<file path="src/rtl/mute_window_gen.sv">
`default_nettype none
// +----------------------------------------------------------------------------+
// | mute_window_gen : N-channel trigger -> delay -> mute -> hold-off generator |
// | Revision 1.0                                                               |
// +----------------------------------------------------------------------------+
module mute_window_gen #(
  parameter int NCH = 1,
  parameter int CW  = 12,
  parameter int DW  = 8,
  parameter int MW  = 16
) (
  input  logic              clk_i,
  input  logic              rst_ni,
  input  logic              enable_i,
  input  logic [1:0]        mode_i,
  input  logic [DW-1:0]     delay_i,
  input  logic [CW-1:0]     length_i,
  input  logic [CW-1:0]     holdoff_i,
  input  logic              clear_i,
  input  logic [NCH-1:0]    trig_i,
  output logic [NCH-1:0]    mute_n_o,
  output logic [NCH-1:0]    busy_o,
  output logic              any_mute_o,
  output logic [NCH*MW-1:0] missed_o
);

  localparam int KW = (CW > DW) ? CW : DW;

  localparam logic [1:0] S_IDLE  = 2'd0;
  localparam logic [1:0] S_DELAY = 2'd1;
  localparam logic [1:0] S_MUTE  = 2'd2;
  localparam logic [1:0] S_HOLD  = 2'd3;

  localparam logic [1:0] M_RETRIG = 2'd1;
  localparam logic [1:0] M_GATED  = 2'd2;

  localparam logic [KW-1:0] CNT_ONE  = KW'(1);
  localparam logic [MW-1:0] MISS_ONE = MW'(1);
  localparam logic [MW-1:0] MISS_MAX = {MW{1'b1}};

  logic [NCH-1:0] trig_prev_q;
  logic [NCH-1:0] rise;
  logic [NCH-1:0] mute_nxt;
  logic           any_mute_q;

  assign rise = trig_i & ~trig_prev_q;

  always_ff @(posedge clk_i or negedge rst_ni) begin
    if (!rst_ni) begin
      trig_prev_q <= '0;
      any_mute_q  <= 1'b0;
    end else begin
      trig_prev_q <= trig_i;
      any_mute_q  <= |mute_nxt;
    end
  end

  assign any_mute_o = any_mute_q;

  generate
    for (genvar i = 0; i < NCH; i++) begin : g_ch
      logic [1:0]    state_q, state_d;
      logic [KW-1:0] cnt_q, cnt_d;
      logic [1:0]    mode_q, mode_d;
      logic [DW-1:0] dly_q, dly_d;
      logic [CW-1:0] len_q, len_d;
      logic [CW-1:0] hld_q, hld_d;
      logic [MW-1:0] missed_q, missed_d;
      logic          mute_n_q;
      logic          busy_q;
      logic          reject;

      always_comb begin
        state_d = state_q;
        cnt_d   = cnt_q;
        mode_d  = mode_q;
        dly_d   = dly_q;
        len_d   = len_q;
        hld_d   = hld_q;
        reject  = 1'b0;

        // Disabling aborts any window and swallows rises without counting them.
        if (!enable_i) begin
          state_d = S_IDLE;
          cnt_d   = '0;
        end else begin
          case (state_q)
            S_IDLE: begin
              if (rise[i] && (length_i != '0)) begin
                mode_d = mode_i;
                dly_d  = delay_i;
                len_d  = length_i;
                hld_d  = holdoff_i;
                if (delay_i != '0) begin
                  state_d = S_DELAY;
                  cnt_d   = KW'(delay_i);
                end else begin
                  state_d = S_MUTE;
                  cnt_d   = KW'(length_i);
                end
              end
            end
            S_DELAY: begin
              reject = rise[i] && (mode_q != M_RETRIG);
              if (rise[i] && (mode_q == M_RETRIG)) begin
                cnt_d = KW'(dly_q);
              end else if (cnt_q == CNT_ONE) begin
                state_d = S_MUTE;
                cnt_d   = KW'(len_q);
              end else begin
                cnt_d = cnt_q - CNT_ONE;
              end
            end
            S_MUTE: begin
              reject = rise[i] && (mode_q != M_RETRIG);
              if (rise[i] && (mode_q == M_RETRIG)) begin
                cnt_d = KW'(len_q);
              end else if ((cnt_q == CNT_ONE) || ((mode_q == M_GATED) && !trig_i[i])) begin
                if (hld_q != '0) begin
                  state_d = S_HOLD;
                  cnt_d   = KW'(hld_q);
                end else begin
                  state_d = S_IDLE;
                  cnt_d   = '0;
                end
              end else begin
                cnt_d = cnt_q - CNT_ONE;
              end
            end
            default: begin
              reject = rise[i];
              if (cnt_q == CNT_ONE) begin
                state_d = S_IDLE;
                cnt_d   = '0;
              end else begin
                cnt_d = cnt_q - CNT_ONE;
              end
            end
          endcase
        end
      end

      // Clear has priority over a same-cycle rejected rise.
      always_comb begin
        missed_d = missed_q;
        if (clear_i) begin
          missed_d = '0;
        end else if (reject && (missed_q != MISS_MAX)) begin
          missed_d = missed_q + MISS_ONE;
        end
      end

      assign mute_nxt[i] = (state_d == S_MUTE);

      always_ff @(posedge clk_i or negedge rst_ni) begin
        if (!rst_ni) begin
          state_q  <= S_IDLE;
          cnt_q    <= '0;
          mode_q   <= '0;
          dly_q    <= '0;
          len_q    <= '0;
          hld_q    <= '0;
          missed_q <= '0;
          mute_n_q <= 1'b1;
          busy_q   <= 1'b0;
        end else begin
          state_q  <= state_d;
          cnt_q    <= cnt_d;
          mode_q   <= mode_d;
          dly_q    <= dly_d;
          len_q    <= len_d;
          hld_q    <= hld_d;
          missed_q <= missed_d;
          mute_n_q <= ~mute_nxt[i];
          busy_q   <= (state_d != S_IDLE);
        end
      end

      assign mute_n_o[i]            = mute_n_q;
      assign busy_o[i]              = busy_q;
      assign missed_o[i*MW +: MW]   = missed_q;
    end
  endgenerate

endmodule
`default_nettype wire

</file>
<file path="config.mk">
export PLATFORM = sky130hd
export DESIGN_NAME = mute_window_gen
export DESIGN_NICKNAME = d
export VERILOG_FILES = /design/src/rtl/mute_window_gen.sv
export SDC_FILE = /design/constraint.sdc
export NUM_CORES = 1
export LEC_CHECK = 0
export CAP_MARGIN = 10
export CORE_ASPECT_RATIO = 0.6
export CORE_UTILIZATION = 55
export DETAILED_ROUTE_END_ITERATION = 6
export HOLD_SLACK_MARGIN = 0.15
export PLACE_DENSITY = 0.8
export SETUP_SLACK_MARGIN = 0.1
export SLEW_MARGIN = 15
export SYNTH_ARGS = -nofsm -noshare
export SYNTH_HDL_FRONTEND = slang
export SYNTH_SLANG_ARGS = --single-unit
</file>
<file path="constraint.sdc">
create_clock -name clk_i -period 3 [get_ports clk_i]
set_input_delay 0.45 -clock clk_i [delete_from_list [all_inputs] [get_ports clk_i]]
set_output_delay 0.45 -clock clk_i [all_outputs]
set_load 0.02 [all_outputs]
</file>
Word level (Yosys, flattened, before mapping)
Index checks and enable logic that the tools add are counted.
- logic and storage cells: 64
- output and inout bits: 19
- register bits: 68
- input port bits: 39
- bitwise gates (word level): 3
- mux-type cells: 24
- reduce and logical (&&, ||, !) cells: 15
- add/subtract/negate cells: 2
- eq/ne operators: 9
- operators with widths (cell ; number):
    12-bit 2-to-1 mux ; 9
    12-bit case mux with 3 select lines ; 1
    16-bit 2-to-1 mux ; 2
    12-bit nonzero test ; 2
    2-bit 2-to-1 mux ; 9
    16-bit by 1-bit adder with 16-bit output, second input constant ; 1
    16-bit != test, second input constant ; 1
    12-bit by 1-bit == test with 1-bit output, second input constant ; 1
    12-bit by 1-bit subtractor with 12-bit output, second input constant ; 1
    8-bit nonzero test ; 1
    2-bit == test, second input constant ; 3
    2-bit case mux with 3 select lines ; 1
    1-bit logical AND ; 5
    2-bit by 1-bit == test with 1-bit output, second input constant ; 2
    2-bit nonzero test ; 2
    3-bit != test, second input constant ; 1
    3-bit AND reduction ; 1
    2-bit zero test ; 1
    2-bit by 1-bit != test with 1-bit output, second input constant ; 1
    1-bit inverter ; 2
    1-bit case mux with 2 select lines ; 1
    2-bit OR reduction ; 1
    1-bit AND ; 1
    1-bit zero test ; 1
    other kinds (2) ; 2

Longest topological paths before layout
- word-level depth: 9
- mapped depth: 10
- mapped depth without buffers: 8

Worst setup path before layout
Ideal clock, no wire load.
- path type: input to register
- from: input port length_i[0]
- to: register g_ch[0].cnt_q[3]
- buffers on the path: 0
- cell stages on the path: 6
- data arrival time: 2.150 ns
- required time: 2.874 ns
- library setup time: 0.126 ns
- setup slack: 0.724 ns
- cell sequence: or4_1 o31ai_1 a21boi_1 and3_1 o221a_1 a221o_1
- word-level cells in the longest chain between the ends: 3
- RTL lines (element ; line ; source):
    start, declared ; 17 ; input logic [CW-1:0] length_i,
    12-bit nonzero test ; 89 ; if (rise[i] && (length_i != '0)) begin
    1-bit logical AND ; 89 ;
    3-bit != test (no source line) ; - ;
    end signal, assigned ; 168 ; cnt_q <= cnt_d;
    end, declared ; 63 ; logic [KW-1:0] cnt_q, cnt_d;
Every way passes these cells.
A chain may end at the register's enable or synchronous reset.

Worst setup path after layout
- from: register g_ch[0].cnt_q[0]
- to: register g_ch[0].cnt_q[8]
- word-level cells in the longest chain between the ends: 6
- elaborated cells on any way between the ends: 10
- classes of those cells: add/sub: 1; eq/ne: 1; mux: 7; reduce/logical: 1
- RTL lines (element ; line ; source):
    parallel branches: the longest is 4 deep, another holds 12-bit by 1-bit subtractor with 12-bit output ; - ;
    12-bit case mux with 3 select lines (*) ; 87 ; case (state_q)
    12-bit 2-to-1 mux (*) ; 83 ; if (!enable_i) begin
Every way passes the cells marked *.

==> impl_metrics.env <==
export IMPL_outcome="finished clean"
export IMPL_hold_buffers=0
export IMPL_antenna_cells=0
export IMPL_fin_worst_skew_ps=4.53
export IMPL_row_count=24
export IMPL_min_period_over_period_pct=91.7
export IMPL_dp_slack_ps=113
export IMPL_syn_to_final_growth_pct=23.5
export IMPL_gp_congestion=1.02
export IMPL_fin_util_pct=71.0
export IMPL_clock_sinks=68
export IMPL_slew_viol_final=0
export IMPL_wl_per_cell_um=21.2
export IMPL_slew_headroom_pct=33.6
export IMPL_clk_latency_ps=340
export IMPL_cp_max_fo=18
export IMPL_ctsRootBufferMaster="clkbuf_16"
export IMPL_clk_path_buf_depth=2
export IMPL_setup_tns_final_ps=0
export IMPL_cts_setup_buffers=0
export IMPL_fmax_mhz=363
export IMPL_setup_viol=0
export IMPL_fin_crit_ps=2750
export IMPL_cts_tree="done"
export IMPL_worst_ep_required_time_ps=3200
export IMPL_synth_area_um2=4230
export IMPL_yosys_area_top_type="dfrtp_1"
export IMPL_cts_resized=0
export IMPL_peakVddDrop_mv=0.370
export IMPL_synth_area_leaders="dfrtp_1, mux2_2, nand2_1"
export IMPL_ys_types=72
export IMPL_die_w_um=115
export IMPL_grt_util_all_layers_pct=35.1
export IMPL_drive_gt1_share_pct=15.9
export IMPL_stdcell_count=612
export IMPL_dominantRegCellSynth="dfrtp_1"
export IMPL_yosysMostFrequentCell="dfrtp_1"
export IMPL_yosysTopAreaCellShare_pct=39.7
export IMPL_maxCapViolCount=0
export IMPL_share_comb_of_total_power_pct=23.2
export IMPL_antenna_found_initial=0
export IMPL_synth_nets=494
export IMPL_synth_edf_count=0
export IMPL_drc_errors=0
export IMPL_ys_warnings_count=0
export IMPL_synth_common_cells="dfrtp_1, nand2_1, nor2_1"
export IMPL_intPower_mw=2.01
export IMPL_startpoint_type="flop"
export IMPL_power_density_nw_per_um2=560
export IMPL_switching_power_mw=0.913
export IMPL_routed_wl_um=13000
export IMPL_grt_pass1_vias=3844
export IMPL_coreArea_um2=7360
export IMPL_numCtsBuffers=9
export IMPL_dp_cells=597
export IMPL_ys_ff_latch=68
export IMPL_path_clk_slew_ps=60
export IMPL_antenna_left=0
export IMPL_final_nets=550
export IMPL_die_area_um2=8050
export IMPL_grt_ovfl_total=0
export IMPL_drt_vias_per_instance=6.50
export IMPL_pwr_share_clk_pct=36.8
export IMPL_p_sw_share_pct=31.3
export IMPL_port_buffers=57
export IMPL_hold_violations=0
export IMPL_critPathKind="reg -> reg"
export IMPL_htreeDepth=3
export IMPL_crit_arrival_ps=2950
export IMPL_setup_ws_ps=248
export IMPL_hpwl_um=9640
export IMPL_firstDrtPassIters=5
export IMPL_worstMarginPinSlew_ps=991
export IMPL_grt_pass1_wl_um=20900
export IMPL_min_path_type="in -> async"
export IMPL_ioPinCount=58
export IMPL_async_flop_share_pct=100
export IMPL_syn_inst=448
export IMPL_seq_area_frac_synth_pct=40.3
export IMPL_power_frac_seq_pct=40.0
export IMPL_die_y_um=69.9
export IMPL_worst_r2r_cell_count=8
export IMPL_vias=3980
export IMPL_dr_first_iter_drc_count=489
export IMPL_p_leak_nw=2.10
export IMPL_grt_max_degree=31
export IMPL_rsz0062_at_grt="no"
export IMPL_cp_end_kind="flop"
export IMPL_initial_core_util_pct=57.5
export IMPL_syn_area_per_cell_um2=9.44
[logic make-up (layout without fill, tap and decap cells)]
group	count (synthesis)	after routing	synth area share, %
simple gates	150	150	18.9
compound gates	123	123	19.9
flops	68	68	40.3
buf+inv	41	101	4.62
mux	36	36	9.50
xor+xnor	23	23	4.76
fa+ha+maj	7	7	2.07
[cell type report]
cell class	instances	area, um^2
inverter	11	41.3
multi-input combinational	339	2330
tap	104	130
clock buffer	10	239
fill	576	2140
clock inverter	5	61.3
timing repair buffer	75	713
sequential	68	1700
[metal layers]
| layer | global-route usage, % | part of all wire [%] |
|---|---|---|
| met5 | 0 | 0 |
| met2 | 45.6 | 39 |
| met3 | 11.5 | 14 |
| met1 | 54.4 | 45 |
| met4 | 10.1 | 1.5 |
[critical path, cell delays in order, from the launching register on]
cell and delay [ps]:
dfrtp_1 440, ha_1 250, or4b_1 290, nor3_4 60, buf_4 210, nor3_1 510, a221oi_1 160, a2111oi_0 580
o21ai_1 100
[stage by stage]
stage	area, um^2	hold WS (ps)	power (mW)
2_1_floorplan	4230	154	1.58
3_5_place_dp	4920	499	1.83
5_1_grt	5220	171	3.04
6_report	5220	133	2.92
4_1_cts	5220	151	2.90
3_3_place_gp	4920	489	1.81
[final timing paths]
path | start | endpoint | slack (ps)
setup / recovery | g_ch[0].cnt_q[0]$_DFFE_PN0P_ | g_ch[0].cnt_q[8]$_DFFE_PN0P_ | 250
hold reg to reg | g_ch[0].dly_q[4]$_DFFE_PN0P_ | g_ch[0].dly_q[4]$_DFFE_PN0P_ | 510
max in group asynchronous | rst_ni | g_ch[0].hld_q[10]$_DFFE_PN0P_ | 2040
setup reg to reg | g_ch[0].cnt_q[0]$_DFFE_PN0P_ | g_ch[0].cnt_q[8]$_DFFE_PN0P_ | 250
hold / removal | rst_ni | missed_o[15]$_DFFE_PN0P_ | 130
min in group clk_i | g_ch[0].dly_q[4]$_DFFE_PN0P_ | g_ch[0].dly_q[4]$_DFFE_PN0P_ | 510
[power by group through the flow]
| stage | registers (mW) | logic [mW] | clock network (mW) |
|---|---|---|---|
| after floorplan | 1.13 | 0.454 | 0 |
| after global placement | 1.17 | 0.636 | 0 |
| after detailed placement | 1.18 | 0.653 | 0 |
| after CTS | 1.16 | 0.658 | 1.08 |
| after global routing | 1.19 | 0.731 | 1.12 |
| final | 1.17 | 0.677 | 1.07 |
[sequential cells by signal, indices dropped and copies added (netlist names)]
register / flops
any_mute_o: 1
busy_o: 1
g_ch.cnt_q: 12
g_ch.dly_q: 8
g_ch.hld_q: 12
g_ch.len_q: 12
g_ch.mode_q: 2
g_ch.state_q: 2
missed_o: 16
mute_n_o: 1
trig_prev_q: 1
[layout by cell type, fill, tap and decap left out, types with 7 or more instances in the layout]
cell	count
xor2_1	17
buf_4	17
ha_1	7
o31ai_1	7
or4_1	7
clkbuf_16	9
dfrtp_1	67
mux2_2	33
nor3_1	9
nand3_1	16
a31oi_1	7
nand2_1	41
o21ai_0	28
nor2_1	34
a21oi_1	28
clkdlybuf4s50_1	56
inv_1	11
(Power assumes the default switching activity.)
